$ cat config.mk
export PLATFORM = sky130hd
export DESIGN_NAME = button_seq_lock
export DESIGN_NICKNAME = d
export VERILOG_FILES = /design/src/rtl/button_seq_lock_pkg.sv /design/src/rtl/button_seq_lock_debounce.sv /design/src/rtl/button_seq_lock.sv
export SDC_FILE = /design/constraint.sdc
export NUM_CORES = 1
export LEC_CHECK = 0
export ABC_CLOCK_PERIOD_IN_PS = 7550
export CELL_PAD_IN_SITES_DETAIL_PLACEMENT = 0
export CELL_PAD_IN_SITES_GLOBAL_PLACEMENT = 1
export CORE_ASPECT_RATIO = 0.6
export CORE_MARGIN = 3
export CORE_UTILIZATION = 50
export DETAILED_ROUTE_END_ITERATION = 7
export PLACE_DENSITY = 0.85
export SLEW_MARGIN = 20
export SYNTH_ARGS = -nofsm -noshare
export SYNTH_HDL_FRONTEND = slang
export SYNTH_HIERARCHICAL = 1
export SYNTH_SLANG_ARGS = --single-unit
$ cat constraint.sdc
create_clock -name clk -period 7.55 [get_ports clk]
set_input_delay 1.1325 -clock clk [delete_from_list [all_inputs] [get_ports clk]]
set_output_delay 1.1325 -clock clk [all_outputs]
set_load 0.02 [all_outputs]
$ cat src/rtl/button_seq_lock_pkg.sv
// button_seq_lock_pkg: shared state encoding, LED polarity and sizing helper for the code lock.
package button_seq_lock_pkg;
   typedef enum logic [2:0] {
      IDLE     = 3'd0,
      COLLECT  = 3'd1,
      UNLOCKED = 3'd2,
      ERROR    = 3'd3,
      LOCKOUT  = 3'd4
   } state_e;
   localparam logic LED_ON  = 1'b0;
   localparam logic LED_OFF = 1'b1;
   function automatic int unsigned max3(input int unsigned a, input int unsigned b, input int unsigned c);
      return (a > b) ? ((a > c) ? a : c) : ((b > c) ? b : c);
   endfunction
endpackage

$ cat src/rtl/button_seq_lock_debounce.sv
// button_debounce: 2-flop synchroniser plus stability counter for one active-low pad;
// press pulses for one cycle on each accepted 1->0 edge.
module button_debounce #(
   parameter int unsigned DEBOUNCE_CYC = 270000
) (
   input  logic clk,
   input  logic rst_n,
   input  logic btn_n,
   output logic level_n,
   output logic press
);
   localparam int unsigned CW = $clog2(DEBOUNCE_CYC + 1);
   logic [1:0]    sync_q;
   logic [CW-1:0] cnt_q;
   logic          settle;
   assign settle = (sync_q[1] != level_n) && (cnt_q == CW'(DEBOUNCE_CYC - 1));
   always_ff @(posedge clk or negedge rst_n)
      if (!rst_n) begin
         sync_q  <= 2'b11;
         cnt_q   <= '0;
         level_n <= 1'b1;
         press   <= 1'b0;
      end else begin
         sync_q <= {sync_q[0], btn_n};
         cnt_q  <= (sync_q[1] == level_n || settle) ? '0 : cnt_q + 1'b1;
         if (settle) level_n <= sync_q[1];
         press <= settle & ~sync_q[1];
      end
endmodule

$ cat src/rtl/button_seq_lock.sv
// button_seq_lock: two-button code-entry lock with retry limit, error flash and timed lockout.
module button_seq_lock
   import button_seq_lock_pkg::*;
#(
   parameter int unsigned DEBOUNCE_CYC = 270000,
   parameter int unsigned SEQ_LEN      = 4,
   parameter logic [7:0]  SEQ_CODE     = 8'b0110,
   parameter int unsigned TIMEOUT_CYC  = 54000000,
   parameter int unsigned ERR_CYC      = 13500000,
   parameter int unsigned MAX_FAILS    = 3,
   parameter int unsigned LOCKOUT_CYC  = 270000000
) (
   input  logic       clk,
   input  logic       rst_n,
   input  logic       button3,
   input  logic       button4,
   output logic       led,
   output logic       led_err,
   output logic       locked_out,
   output logic [3:0] fail_cnt
);
   localparam int unsigned TW = $clog2(max3(TIMEOUT_CYC, ERR_CYC, LOCKOUT_CYC) + 1);
   localparam int unsigned IW = $clog2(SEQ_LEN) + 1;
   state_e        state_q;
   logic [TW-1:0] tmr_q;
   logic [IW-1:0] idx_q, cur_idx;
   logic          mis_q, led_q, err_q, lo_q;
   logic [3:0]    fail_q;
   logic          press3, press4, level3_unused, level4_unused;
   logic          press, in_col, want4, cur_mis, last, expire, fail, pass, advance, to_lock;
   button_debounce #(.DEBOUNCE_CYC(DEBOUNCE_CYC)) u_deb3 (
      .clk(clk), .rst_n(rst_n), .btn_n(button3), .level_n(level3_unused), .press(press3)
   );
   button_debounce #(.DEBOUNCE_CYC(DEBOUNCE_CYC)) u_deb4 (
      .clk(clk), .rst_n(rst_n), .btn_n(button4), .level_n(level4_unused), .press(press4)
   );
   // A press in IDLE is scored as index 0 with a clean mismatch flag.
   assign press   = press3 | press4;
   assign in_col  = state_q == COLLECT;
   assign cur_idx = in_col ? idx_q : '0;
   assign want4   = |(SEQ_CODE & (8'd1 << cur_idx));
   assign cur_mis = (in_col & mis_q) | (press3 & press4) | (press4 ^ want4);
   assign last    = cur_idx == IW'(SEQ_LEN - 1);
   assign expire  = in_col && tmr_q == TW'(TIMEOUT_CYC);
   assign fail    = expire | (press & last & cur_mis);
   assign pass    = ~expire & press & last & ~cur_mis;
   assign advance = ~expire & press & ~last;
   assign to_lock = fail_q + 4'd1 == 4'(MAX_FAILS);
   always_ff @(posedge clk or negedge rst_n)
      if (!rst_n) begin
         state_q <= IDLE;
         tmr_q   <= '0;
         idx_q   <= '0;
         mis_q   <= 1'b0;
         fail_q  <= 4'd0;
         led_q   <= LED_OFF;
         err_q   <= LED_OFF;
         lo_q    <= 1'b0;
      end else begin
         case (state_q)
            IDLE, COLLECT:
               if (fail) begin
                  state_q <= to_lock ? LOCKOUT : ERROR;
                  fail_q  <= (fail_q == 4'hF) ? fail_q : fail_q + 4'd1;
                  err_q   <= LED_ON;
                  lo_q    <= to_lock;
                  tmr_q   <= '0;
               end else if (pass) begin
                  state_q <= UNLOCKED;
                  fail_q  <= 4'd0;
                  led_q   <= LED_ON;
                  tmr_q   <= '0;
               end else if (advance) begin
                  state_q <= COLLECT;
                  idx_q   <= cur_idx + 1'b1;
                  mis_q   <= cur_mis;
                  tmr_q   <= '0;
               end else if (in_col) tmr_q <= tmr_q + 1'b1;
            UNLOCKED:
               if (press) begin
                  state_q <= IDLE;
                  led_q   <= LED_OFF;
               end
            ERROR:
               if (tmr_q == TW'(ERR_CYC - 1)) begin
                  state_q <= IDLE;
                  err_q   <= LED_OFF;
                  tmr_q   <= '0;
               end else tmr_q <= tmr_q + 1'b1;
            LOCKOUT:
               if (tmr_q == TW'(LOCKOUT_CYC - 1)) begin
                  state_q <= IDLE;
                  err_q   <= LED_OFF;
                  lo_q    <= 1'b0;
                  fail_q  <= 4'd0;
                  tmr_q   <= '0;
               end else tmr_q <= tmr_q + 1'b1;
            default: state_q <= IDLE;
         endcase
      end
   assign led        = led_q;
   assign led_err    = err_q;
   assign locked_out = lo_q;
   assign fail_cnt   = fail_q;
endmodule
* Word-level counts from Yosys, hierarchy flattened *
Index checks and enable logic that the tools add are counted.

storage, ports and cells
  register bits = 89
  bits of input ports = 4
  logic and storage cells = 122

operators by class
  $add $sub $neg = 5
  eq/ne operators = 26
  shifts and indexed selects = 1
  mux-type cells = 34
  bitwise gates (word level) = 22
  reductions and logical operators = 18

operator list
  kind                                                               number
  29-bit 2-to-1 mux                                                  6
  29-bit case mux with 3 select lines                                1
  19-bit by 1-bit adder with 19-bit output, second input constant    2
  19-bit == test, second input constant                              2
  19-bit 2-to-1 mux                                                  2
  29-bit by 1-bit adder with 29-bit output, second input constant    1
  29-bit by 24-bit == test with 1-bit output, second input constant  1
  29-bit by 26-bit == test with 1-bit output, second input constant  1
  29-bit == test, second input constant                              1
  3-bit 2-to-1 mux                                                   8
  4-bit AND reduction                                                5
  4-bit 2-to-1 mux                                                   4
  2-bit inequality test, second input constant                       6
  3-bit case mux with 4 select lines                                 1
  1-bit bitwise AND                                                  10
  3-bit by 2-bit == test with 1-bit output, second input constant    3
  1-bit 2-to-1 mux                                                   8
  4-bit case mux with 2 select lines                                 1
  1-bit inverter                                                     7
  3-bit inequality test, second input constant                       2
  5-bit inequality test, second input constant                       1
  4-bit by 1-bit adder with 4-bit output, second input constant      1
  4-bit by 2-bit == test with 1-bit output, second input constant    1
  4-bit == test, second input constant                               1
  19 further kinds                                                   30

* Depth between registers and ports, before layout *
Gate-level depths: netlist (run 1).

  depth after elaboration = 11
  mapped depth = 11
  depth with buffers taken out = 10

* Modules after synthesis *
Netlist (run 1), hierarchy kept.

by module, submodules not included
  module           times used  cells each  area an instance (um^2)  seq. area each (um^2)
  button_seq_lock  1           327         2,862.7                  1,078.5
  button_debounce  2           108         1,116.1                  579.3

* Worst setup path before layout (run 1) *
No wires, ideal clock.

  kind = register -> register
  start point = register state_q[1]
  end point = register state_q[0]
  setup time = 0.125 ns
  arrival time = 2.292 ns
  data required time = 7.425 ns
  slack = 5.133 ns
  cell stages (with the launch flop) = 11
  buffers on the path = 1
  path through = dfrtp_1 -> clkbuf_1 -> nor3b_1 -> and2_1 -> ha_1 -> ha_1 -> o21ai_0 -> a31oi_1 -> o211ai_1 -> o311a_1 -> mux2_2

on the way
  cells in the longest elaborated chain, start to end = 11

RTL lines
  what                                         line                                          RTL
  from (decl)                                  button_seq_lock.sv:24                         state_e state_q;
  from (signal assigned)                       button_seq_lock.sv:63                         state_q <= to_lock ? LOCKOUT : ERROR;
  3-bit by 1-bit == test with 1-bit output     button_seq_lock.sv:39, button_seq_lock.sv:60
  3-bit 2-to-1 mux                             button_seq_lock.sv:40                         assign cur_idx = in_col ? idx_q : '0;
  1-bit by 3-bit << shifter with 3-bit output  button_seq_lock.sv:41                         assign want4 = |(SEQ_CODE & (8'd1 << cur_idx));
  2-bit OR reduction                           button_seq_lock.sv:41
  1-bit XOR                                    button_seq_lock.sv:42                         assign cur_mis = (in_col & mis_q) | (press3 & press4) | (press4 ^ want4);
  1-bit bitwise OR                             button_seq_lock.sv:42
  1-bit inverter                               button_seq_lock.sv:46                         assign pass = ~expire & press & last & ~cur_mis;
  1-bit bitwise AND                            button_seq_lock.sv:46
  3-bit 2-to-1 mux                             button_seq_lock.sv:68                         end else if (pass) begin
  3-bit 2-to-1 mux                             button_seq_lock.sv:62                         if (fail) begin
  3-bit case mux with 4 select lines           button_seq_lock.sv:60                         case (state_q)

Several ways; a longest one is shown, not always the timed one.
A chain may end at the register's enable or synchronous reset.

* Final worst setup path (run 1) *
  start point = register state_q[1]
  end point = register fail_q[0] (netlist: fail_cnt[0])

on the way
  cells in the longest elaborated chain, start to end = 10

RTL lines
  what                                                                                        line                                          RTL
  3-bit by 1-bit == test with 1-bit output                                                    button_seq_lock.sv:39, button_seq_lock.sv:60
  3-bit 2-to-1 mux                                                                            button_seq_lock.sv:40
  1-bit by 3-bit << shifter with 3-bit output                                                 button_seq_lock.sv:41
  2-bit OR reduction                                                                          button_seq_lock.sv:41
  1-bit XOR                                                                                   button_seq_lock.sv:42
  1-bit bitwise OR                                                                            button_seq_lock.sv:42
  1-bit bitwise AND or 1-bit inverter (tied branches)                                         button_seq_lock.sv:45, button_seq_lock.sv:46
  1-bit bitwise OR or 1-bit bitwise AND (tied branches)                                       button_seq_lock.sv:45, button_seq_lock.sv:46
  3-bit inequality test (no source line) or 4-bit 2-to-1 mux (tied branches)                  --
  4-bit AND reduction (no source line) or 4-bit case mux with 2 select lines (tied branches)  --
  to (signal assigned)                                                                        button_seq_lock.sv:64                         fail_q <= (fail_q == 4'hF) ? fail_q : fail_q + 4'd1;
  to (decl)                                                                                   button_seq_lock.sv:28                         logic [3:0] fail_q;

Several ways; a longest one is shown, not always the timed one.

==> impl_metrics.ini, run 1 <==
[run_status]
status = finished clean

[worst_setup_path]
critical_path.max_stage_delay_ps = 720
crit_path_start_kind = flip-flop
crit_buf_inv = 1
crit_chain = nor3b_1 -> nand2_1 -> inv_1 -> ha_1 -> ha_1 -> o21ai_0 -> a31oi_1 -> nor2_1 -> o21ai_0 -> a22o_1
worst_path_max_delay_cell = nor3b_1
path_class = flip-flop to flip-flop
crit_path_end_kind = flip-flop
required_ps = 7820
cp.arrival_ps = 3520
crit_path_max_fanout = 9
path_delay_family = compound AO/OA/AOI/OAI gates

[logic_synthesis]
synth_edf_count = 0
ys.flop_type = dfrtp_1
synth-seq-cells = 89
async_flop_share_pct = 100
synth_warnings = 6
synth_nets = 557
synth_area_mm2 = 0.00509
avgSynthCellArea_um2 = 9.38
ys_types = 65
ys_seq_area_share_pct = 43.9
synthCells = 543

[placement]
hpwl_mm = 8.04
place.gp.congestion = 0.858
numPortBuffers = 10

[sta]
clock.fmax_mhz = 308
slew_viol_final = 0
fin_worst_skew_ps = 7.36
finalHoldViolations = 0
whs_ps = 356
relSlewSlack_pct = 41.4
finalSetupViolations = 0
rsz0062_at_grt = false
period_needed_ps = 3250
period_share_pct = 43.1
finalSetupTns_ps = 0
tightestPinTransition_ps = 870

[route]
vias = 4108
drcViolationCount = 0
antenna_left = 0
wl_per_cell_um = 16.9
dr.first_iter.drc_count = 474
wl_mm = 11.4
viasPerCell = 6.06
firstDrtPassIters = 5

[finish]
final_layout_size_suffix_gt1_share_pct = 9.85
diodes = 0
fin_nets = 558
final_cell_mix = dfrtp_1, nor2_1, nand2_1
layout.cells.most_common = dfrtp_1
area_growth_pct = 8.64
nFillCells = 836

[die]
initial_core_util_pct = 53.5
fp-row-count = 27
die-area_mm2 = 0.0115
ios = 11
die_y_um = 84.2
die_w_um = 136
coreArea_mm2 = 0.00953

[power]
intPower_mw = 0.775
p_switching_mw = 0.196
p_leak_nw = 2.24
p_per_area_mw_per_mm2 = 175
switching_share_pct = 20.2
clkPwrFrac_pct = 48.0
pwr-share-comb_pct = 2.0
worst_ir_drop_vdd_v = 0.000106
seq_power_share_pct = 50.0

[clocking]
post_cts_buffers = 0
cts_resized = 0
cts.sinks = 89
clock_latency_ps = 330
cts_root_buf = clkbuf_16
path_clk_slew_ps = 60
cts_buffers = 9
cts_tree = done
clockBufferDepth = 2
ctsHoldBuffers = 0
htree_levels = 3

[grt]
track_usage_pct = 21.3
antenna_found_initial = 0
grt_pass1_wl_mm = 19.7
grt_pass1_vias = 3922
grt_max_degree = 69
grt_overflow_total = 0

[flow_run]
maxCapViolCount = 0

[min_path]
hp-class = flip-flop to flip-flop
## cells by family (layout without fill, tap and decap cells)
family,after synthesis,after routing,share of synthesized area (%)
AO/OA/AOI/OAI,110,110,15.0
XOR/XNOR,24,24,4.13
adder cells (fa/ha/maj),10,10,2.46
buffers and inverters,39,44,3.98
flip-flops,89,89,43.9
multiplexers,8,8,1.69
AND/OR/NAND/NOR,263,263,28.8
## worst paths after layout
check / slack [ps] / cells after the start / startpoint / to
max: 4300 / 10 / state_q[1]$_DFFE_PN0P_ / fail_cnt[0]$_DFFE_PN0P_
min: 360 / 0 / u_deb4/sync_q[0]$_DFF_PN1_ / u_deb4/sync_q[1]$_DFF_PN1_
max reg2reg: 4300 / 10 / state_q[1]$_DFFE_PN0P_ / fail_cnt[0]$_DFFE_PN0P_
min reg2reg: 360 / 0 / u_deb4/sync_q[0]$_DFF_PN1_ / u_deb4/sync_q[1]$_DFF_PN1_
max in group asynchronous: 5710 / 2 / rst_n / u_deb3/cnt_q[5]$_DFF_PN0_
min in group asynchronous: 680 / 1 / rst_n / tmr_q[7]$_DFFE_PN0P_
## cell type report
class | instances | area, µm² | share of cell area, %
inverters | 17 | 63.8 | 1.15
flip-flops and latches | 89 | 2240 | 40.4
well taps | 130 | 163 | 2.94
clock inverters | 3 | 67.6 | 1.22
repair buffers | 12 | 113 | 2.03
clock buffers | 12 | 236 | 4.27
multi-input cells | 415 | 2660 | 48.0
## state kept, by name (all words and copies together), names as in the netlist, 2 cells and up
register / count
tmr_q: 29
u_deb3/cnt_q: 19
u_deb4/cnt_q: 19
fail_cnt: 4
idx_q: 3
state_q: 3
u_deb3/sync_q: 2
u_deb4/sync_q: 2
## power by group through the flow
stage          Combinational (mW)  Clock (mW)  Sequential [mW]
2_1_floorplan             0.00943           0            0.494
3_3_place_gp               0.0207           0            0.494
3_5_place_dp               0.0210           0            0.494
4_1_cts                    0.0210       0.476            0.485
5_1_grt                    0.0235       0.495            0.486
6_report                   0.0199       0.466            0.485
## layer usage
metal,wire [µm],global-route usage [%]
met5,0,0
met4,102,4.39
met3,877,4.61
met2,4600,28.9
met1,5860,34.5
## cell usage after synthesis (all sizes together), types with 13 or more instances
cell	number	area, µm²
dfrtp	81	2030
nor2	61	231
nand2	52	195
nand3	36	205
o21ai	36	210
a21oi	21	113
inv	17	63.8
nand4	17	119
or3	15	93.8
xnor2	14	123
buf	13	104
## stage by stage
stage | setup WS, ps | total power [mW] | cells | instance area, µm² | utilization [%]
floorplan | 5130 | 0.503 | 543 | 5090 | -
global placement | 4540 | 0.515 | 663 | 5230 | 54.9
detailed placement | 4470 | 0.515 | 663 | 5230 | 54.9
CTS | 4450 | 0.982 | 678 | 5540 | 58.1
global route | 4130 | 1.00 | 678 | 5540 | 58.1
finish | 4300 | 0.971 | 678 | 5540 | 58.1
(Power assumes the default switching activity.)
==> run 2, diff against run 1 <==
ABC_CLOCK_PERIOD_IN_PS = 2700   (was 7550)
CORE_UTILIZATION = 44   (was 50)
PLACE_DENSITY = 0.8   (was 0.85)
clock period = 2.7 ns   (was 7.55 ns; I/O delays follow)
==> run 2 against run 1 <==
Effect of this change: final cell count is 6.9% higher; clock skew is 2.1 ps lower; worst setup slack worse by 4100 ps; cell area is 3.7% higher; largest power group unchanged; maximum frequency is 28% higher; die area is 13% higher; critical endpoint is now tmr_q[8]$_DFFE_PN0P_; sequential share of layout area is 1.4 points lower; critical path depth is 3 lower; utilization is 5.5 points lower; flip-flop and latch count stayed put; clock power grew to 2.7 times the previous value; sequential power grew to 2.8 times the previous value.
==> impl_metrics.ini, run 2 (synthesis gave the netlist of run 1 again) <==
[sta]
period_share_pct = 93.8
tightestPinTransition_ps = 638
finalSetupViolations = 0
finalSetupTns_ps = 0
relSlewSlack_pct = 57.3
whs_ps = 358
finalHoldViolations = 0
slew_viol_final = 0
rsz0062_at_grt = false
clock.fmax_mhz = 395
fin_worst_skew_ps = 5.22
period_needed_ps = 2530

[worst_setup_path]
required_ps = 2890
crit_path_start_kind = flip-flop
crit_path_max_fanout = 19
crit_path_end_kind = flip-flop
cp.arrival_ps = 2730
path_class = flip-flop to flip-flop

[route]
viasPerCell = 5.78
wl_mm = 12.1
drcViolationCount = 0
dr.first_iter.drc_count = 341
firstDrtPassIters = 5
vias = 4193
antenna_left = 0
wl_per_cell_um = 16.7

[finish]
area_growth_pct = 12.7
diodes = 0
fin_nets = 579
final_cell_mix = dfrtp_1, nor2_1, nand2_1
largest_register = tmr_q
top_regs = tmr_q (29), u_deb3/cnt_q (19), u_deb4/cnt_q (19)
largest_reg_flops = 29
final_cells = 725
utilization_pct = 52.6
layout.cells.most_common = dfrtp_1
final_layout_size_suffix_gt1_share_pct = 13.9

[grt]
track_usage_pct = 20.0
grt_pass1_vias = 4047
grt_max_degree = 41
grt_pass1_wl_mm = 20.8
antenna_found_initial = 0
grt_overflow_total = 0

[clocking]
cts_root_buf = clkbuf_16
cts_tree = done
htree_levels = 3
clock_latency_ps = 340
cts.sinks = 89
post_cts_buffers = 0
path_clk_slew_ps = 60
cts_buffers = 9
clockBufferDepth = 2

[placement]
placed_cells = 708
place.gp.congestion = 0.884
hpwl_mm = 8.61
numPortBuffers = 10

[power]
p_leak_nw = 2.35
finalPower_mw = 2.68
p_per_area_mw_per_mm2 = 467
worst_ir_drop_vdd_v = 0.000330

[die]
ios = 11
initial_core_util_pct = 46.6
die_y_um = 89.4
coreArea_mm2 = 0.0109
die_w_um = 145
fp-row-count = 29
die-area_mm2 = 0.0129

[flow_run]
maxCapViolCount = 0

[run_status]
status = finished clean

[min_path]
hp-class = flip-flop to flip-flop
-- run 2: cell types whose count changed in the layout (fill, tap and decap cells not counted), sizes merged --
cell,delta
clkinv,+2
clkinvlp,+1
dlygate4sd3,+1
buf,+20
clkbuf,-1
bufinv,-1
-- run 2: metal layers --
| metal | global-route usage (%) | up-vias | part of all wire (%) |
|---|---|---|---|
| li1 | - | 2030 | - |
| met1 | 30.4 | 2044 | 53 |
| met2 | 28.8 | 108 | 41 |
| met3 | 4.86 | 11 | 5.7 |
| met4 | 4.40 | 0 | 0.73 |
| met5 | 0 | - | 0 |
-- run 2: final timing paths --
path                                            startpoint                    endpoint  slack [ps]  cells after the start
max in group asynchronous                            rst_n         led_err$_DFFE_PN1P_        1460                      3
worst min-delay path            u_deb4/sync_q[0]$_DFF_PN1_  u_deb4/sync_q[1]$_DFF_PN1_         360                      0
worst min register to register  u_deb4/sync_q[0]$_DFF_PN1_  u_deb4/sync_q[1]$_DFF_PN1_         360                      0
worst max register to register        tmr_q[8]$_DFFE_PN0P_        tmr_q[8]$_DFFE_PN0P_         170                      7
min in group asynchronous                            rst_n  u_deb4/cnt_q[18]$_DFF_PN0_         520                      2
worst max-delay path                  tmr_q[8]$_DFFE_PN0P_        tmr_q[8]$_DFFE_PN0P_         170                      7
-- run 2: repair_timing --
item                                   CTS  global route
resized for setup                        0             2
endpoints found under the hold margin   24             0
setup endpoints to repair                0             5
hold buffers                             1             0
-- run 2: report_power, final --
| part | leakage (nW) | internal, mW | switching [mW] |
|---|---|---|---|
| clock | 0.142 | 0.739 | 0.521 |
| sequential | 1.21 | 1.35 | 0.0116 |
| combinational | 1.00 | 0.0176 | 0.0433 |
-- run 2: final cells by class --
type / count / area, µm²
clock buffer: 11 / 243
clock inverter: 5 / 55.1
fill: 990 / 5180
inverter: 17 / 63.8
multi-input combinational: 415 / 2660
sequential: 89 / 2240
tap: 155 / 194
timing repair buffer: 33 / 285
-- run 2: worst max-delay path: stages (launching register included) --
cell and delay (ps):
dfrtp_1 460, or3b_1 400, or4_4 570, o21ai_4 210, o211ai_4 260, nand2_1 170
buf_4 170, o311ai_0 140
-- run 2: metrics by stage --
step	setup WS [ps]	cell area, µm²
after floorplan	283	5090
after global placement	250	5430
after detailed placement	170	5430
after CTS	137	5730
after global routing	9.61	5740
final	167	5740
==> run 3, diff against run 2 <==
CORE_MARGIN = 2   (was 3)
==> run 3 against run 2 <==
Effect of this change: worst hold slack lost 350 ps; critical endpoint is now state_q[0]$_DFFE_PN0P_; final cell count grew 0.55%; first-iteration DRC count grew 16%; cell area shrank 0.37%; largest power group unchanged; utilization shrank 1.9 points.
==> impl_metrics.ini, run 3 (synthesis gave the netlist of run 1 again) <==
[die]
fp-row-count = 30
ios = 11
coreArea_mm2 = 0.0113
initial_core_util_pct = 45.1
die-area_mm2 = 0.0125
die_y_um = 87.4
die_w_um = 143

[finish]
nFillCells = 1034
largest_register = tmr_q
area_growth_pct = 12.3
multi_input_area_mm2 = 0.00266
largest_reg_flops = 29
utilization_pct = 50.6
fin_nets = 578
diodes = 0
final_cell_mix = dfrtp_1, nor2_1, nand2_1
top_regs = tmr_q (29), u_deb3/cnt_q (19), u_deb4/cnt_q (19)
seqCellArea_mm2 = 0.00224
final_layout_size_suffix_gt1_share_pct = 13.5
layout.cells.most_common = dfrtp_1

[worst_setup_path]
rrSetupSlack_ps = 130
path_class = flip-flop to flip-flop
worstRegToRegCells = 9
crit_path_start_kind = flip-flop
required_ps = 2930
cp.arrival_ps = 2800
timing.rr.end = state_q[0]$_DFFE_PN0P_
crit_path_end_kind = flip-flop
crit_path_max_fanout = 5
r2r_start = state_q[2]$_DFFE_PN0P_

[sta]
slew_viol_final = 0
clock.fmax_mhz = 389
period_needed_ps = 2570
period_share_pct = 95.3
layout_setup_ws_ps = 126
tightestPinTransition_ps = 577
rsz0062_at_grt = true
fin_worst_skew_ps = 5.18
whs_ps = 7.06
finalSetupViolations = 0
finalHoldViolations = 0
relSlewSlack_pct = 61.5

[power]
p_per_area_mw_per_mm2 = 463
seq_power_share_pct = 51.3
switching_share_pct = 21.6
p_leak_nw = 2.34
pwr-share-comb_pct = 2.3
worst_ir_drop_vdd_v = 0.000286
p_switching_mw = 0.573
intPower_mw = 2.08
clkPwrFrac_pct = 46.5

[route]
drcViolationCount = 0
antenna_left = 0
viasPerCell = 5.73
vias = 4174
firstDrtPassIters = 5
wl_mm = 11.5
wl_per_cell_um = 15.8
dr.first_iter.drc_count = 395

[grt]
grt_pass1_wl_mm = 19.6
grt_overflow_total = 0
grt_pass1_vias = 3807
grt_max_degree = 37
track_usage_pct = 20.1
antenna_found_initial = 0

[placement]
hpwl_mm = 8.22
numPortBuffers = 10
place_ws_ps = 196
place.gp.congestion = 0.921

[clocking]
cts.sinks = 89
cts_tree = done
post_cts_buffers = 0
clock_latency_ps = 340
ctsHoldBuffers = 0
htree_levels = 3
cts_resized = 0
cts_buffers = 9
clockBufferDepth = 2
cts_root_buf = clkbuf_16
path_clk_slew_ps = 60

[min_path]
hp-class = input port to asynchronous set/reset pin

[flow_run]
maxCapViolCount = 0

[run_status]
status = finished clean
run 3: per-layer routing:
| metal | up-vias | global-route usage [%] | wire length, µm |
|---|---|---|---|
| met1 | 1984 | 33.4 | 6410 |
| met3 | 9 | 5.66 | 805 |
| met2 | 140 | 24.9 | 4250 |
| met5 | - | 0 | 0 |
| met4 | 0 | 4.05 | 82 |
| li1 | 2041 | - | - |
run 3: per-stage QoR:
stage          instance area (µm²)  std cells  power, mW  setup TNS, ps
6_report                      5720        729       2.65              0
5_1_grt                       5720        729       2.77           -158
4_1_cts                       5720        729       2.69              0
3_3_place_gp                  5430        713       1.44              0
2_1_floorplan                 5090        543       1.41              0
3_5_place_dp                  5430        713       1.45              0
run 3: worst max-delay path: stages (launching register included):
cell,delay (ps)
dfrtp_1,390
nor3b_1,380
and2_1,240
ha_1,170
ha_1,160
o21ai_0,200
a31oi_1,270
o211ai_1,180
o311a_1,200
mux2_2,270
run 3: power by group through the flow:
stage	registers, mW	logic (mW)	clock network, mW
floorplan	1.38	0.0264	0
global placement	1.38	0.0623	0
detailed placement	1.38	0.0635	0
CTS	1.36	0.0637	1.27
global route	1.36	0.0725	1.34
finish	1.36	0.0601	1.23
run 3: final cells by class:
class	count	share of cell area, %
multi-input cells	415	46.4
well taps	160	3.50
flip-flops and latches	89	39.1
repair buffers	32	4.81
clock inverters	6	1.03
clock buffers	10	4.00
inverters	17	1.12
run 3: how the worst max path moves through the flow:
stage / from / endpoint / slack [ps] / cells past startpoint
floorplan: state_q[1]$_DFFE_PN0P_ / state_q[0]$_DFFE_PN0P_ / 280 / 10
finish: state_q[2]$_DFFE_PN0P_ / state_q[0]$_DFFE_PN0P_ / 130 / 9
global route: state_q[1]$_DFFE_PN0P_ / fail_cnt[0]$_DFFE_PN0P_ / -80 / 9
detailed placement: state_q[1]$_DFFE_PN0P_ / state_q[0]$_DFFE_PN0P_ / 200 / 9
global placement: tmr_q[20]$_DFFE_PN0P_ / tmr_q[5]$_DFFE_PN0P_ / 290 / 6
CTS: state_q[1]$_DFFE_PN0P_ / state_q[0]$_DFFE_PN0P_ / 170 / 9
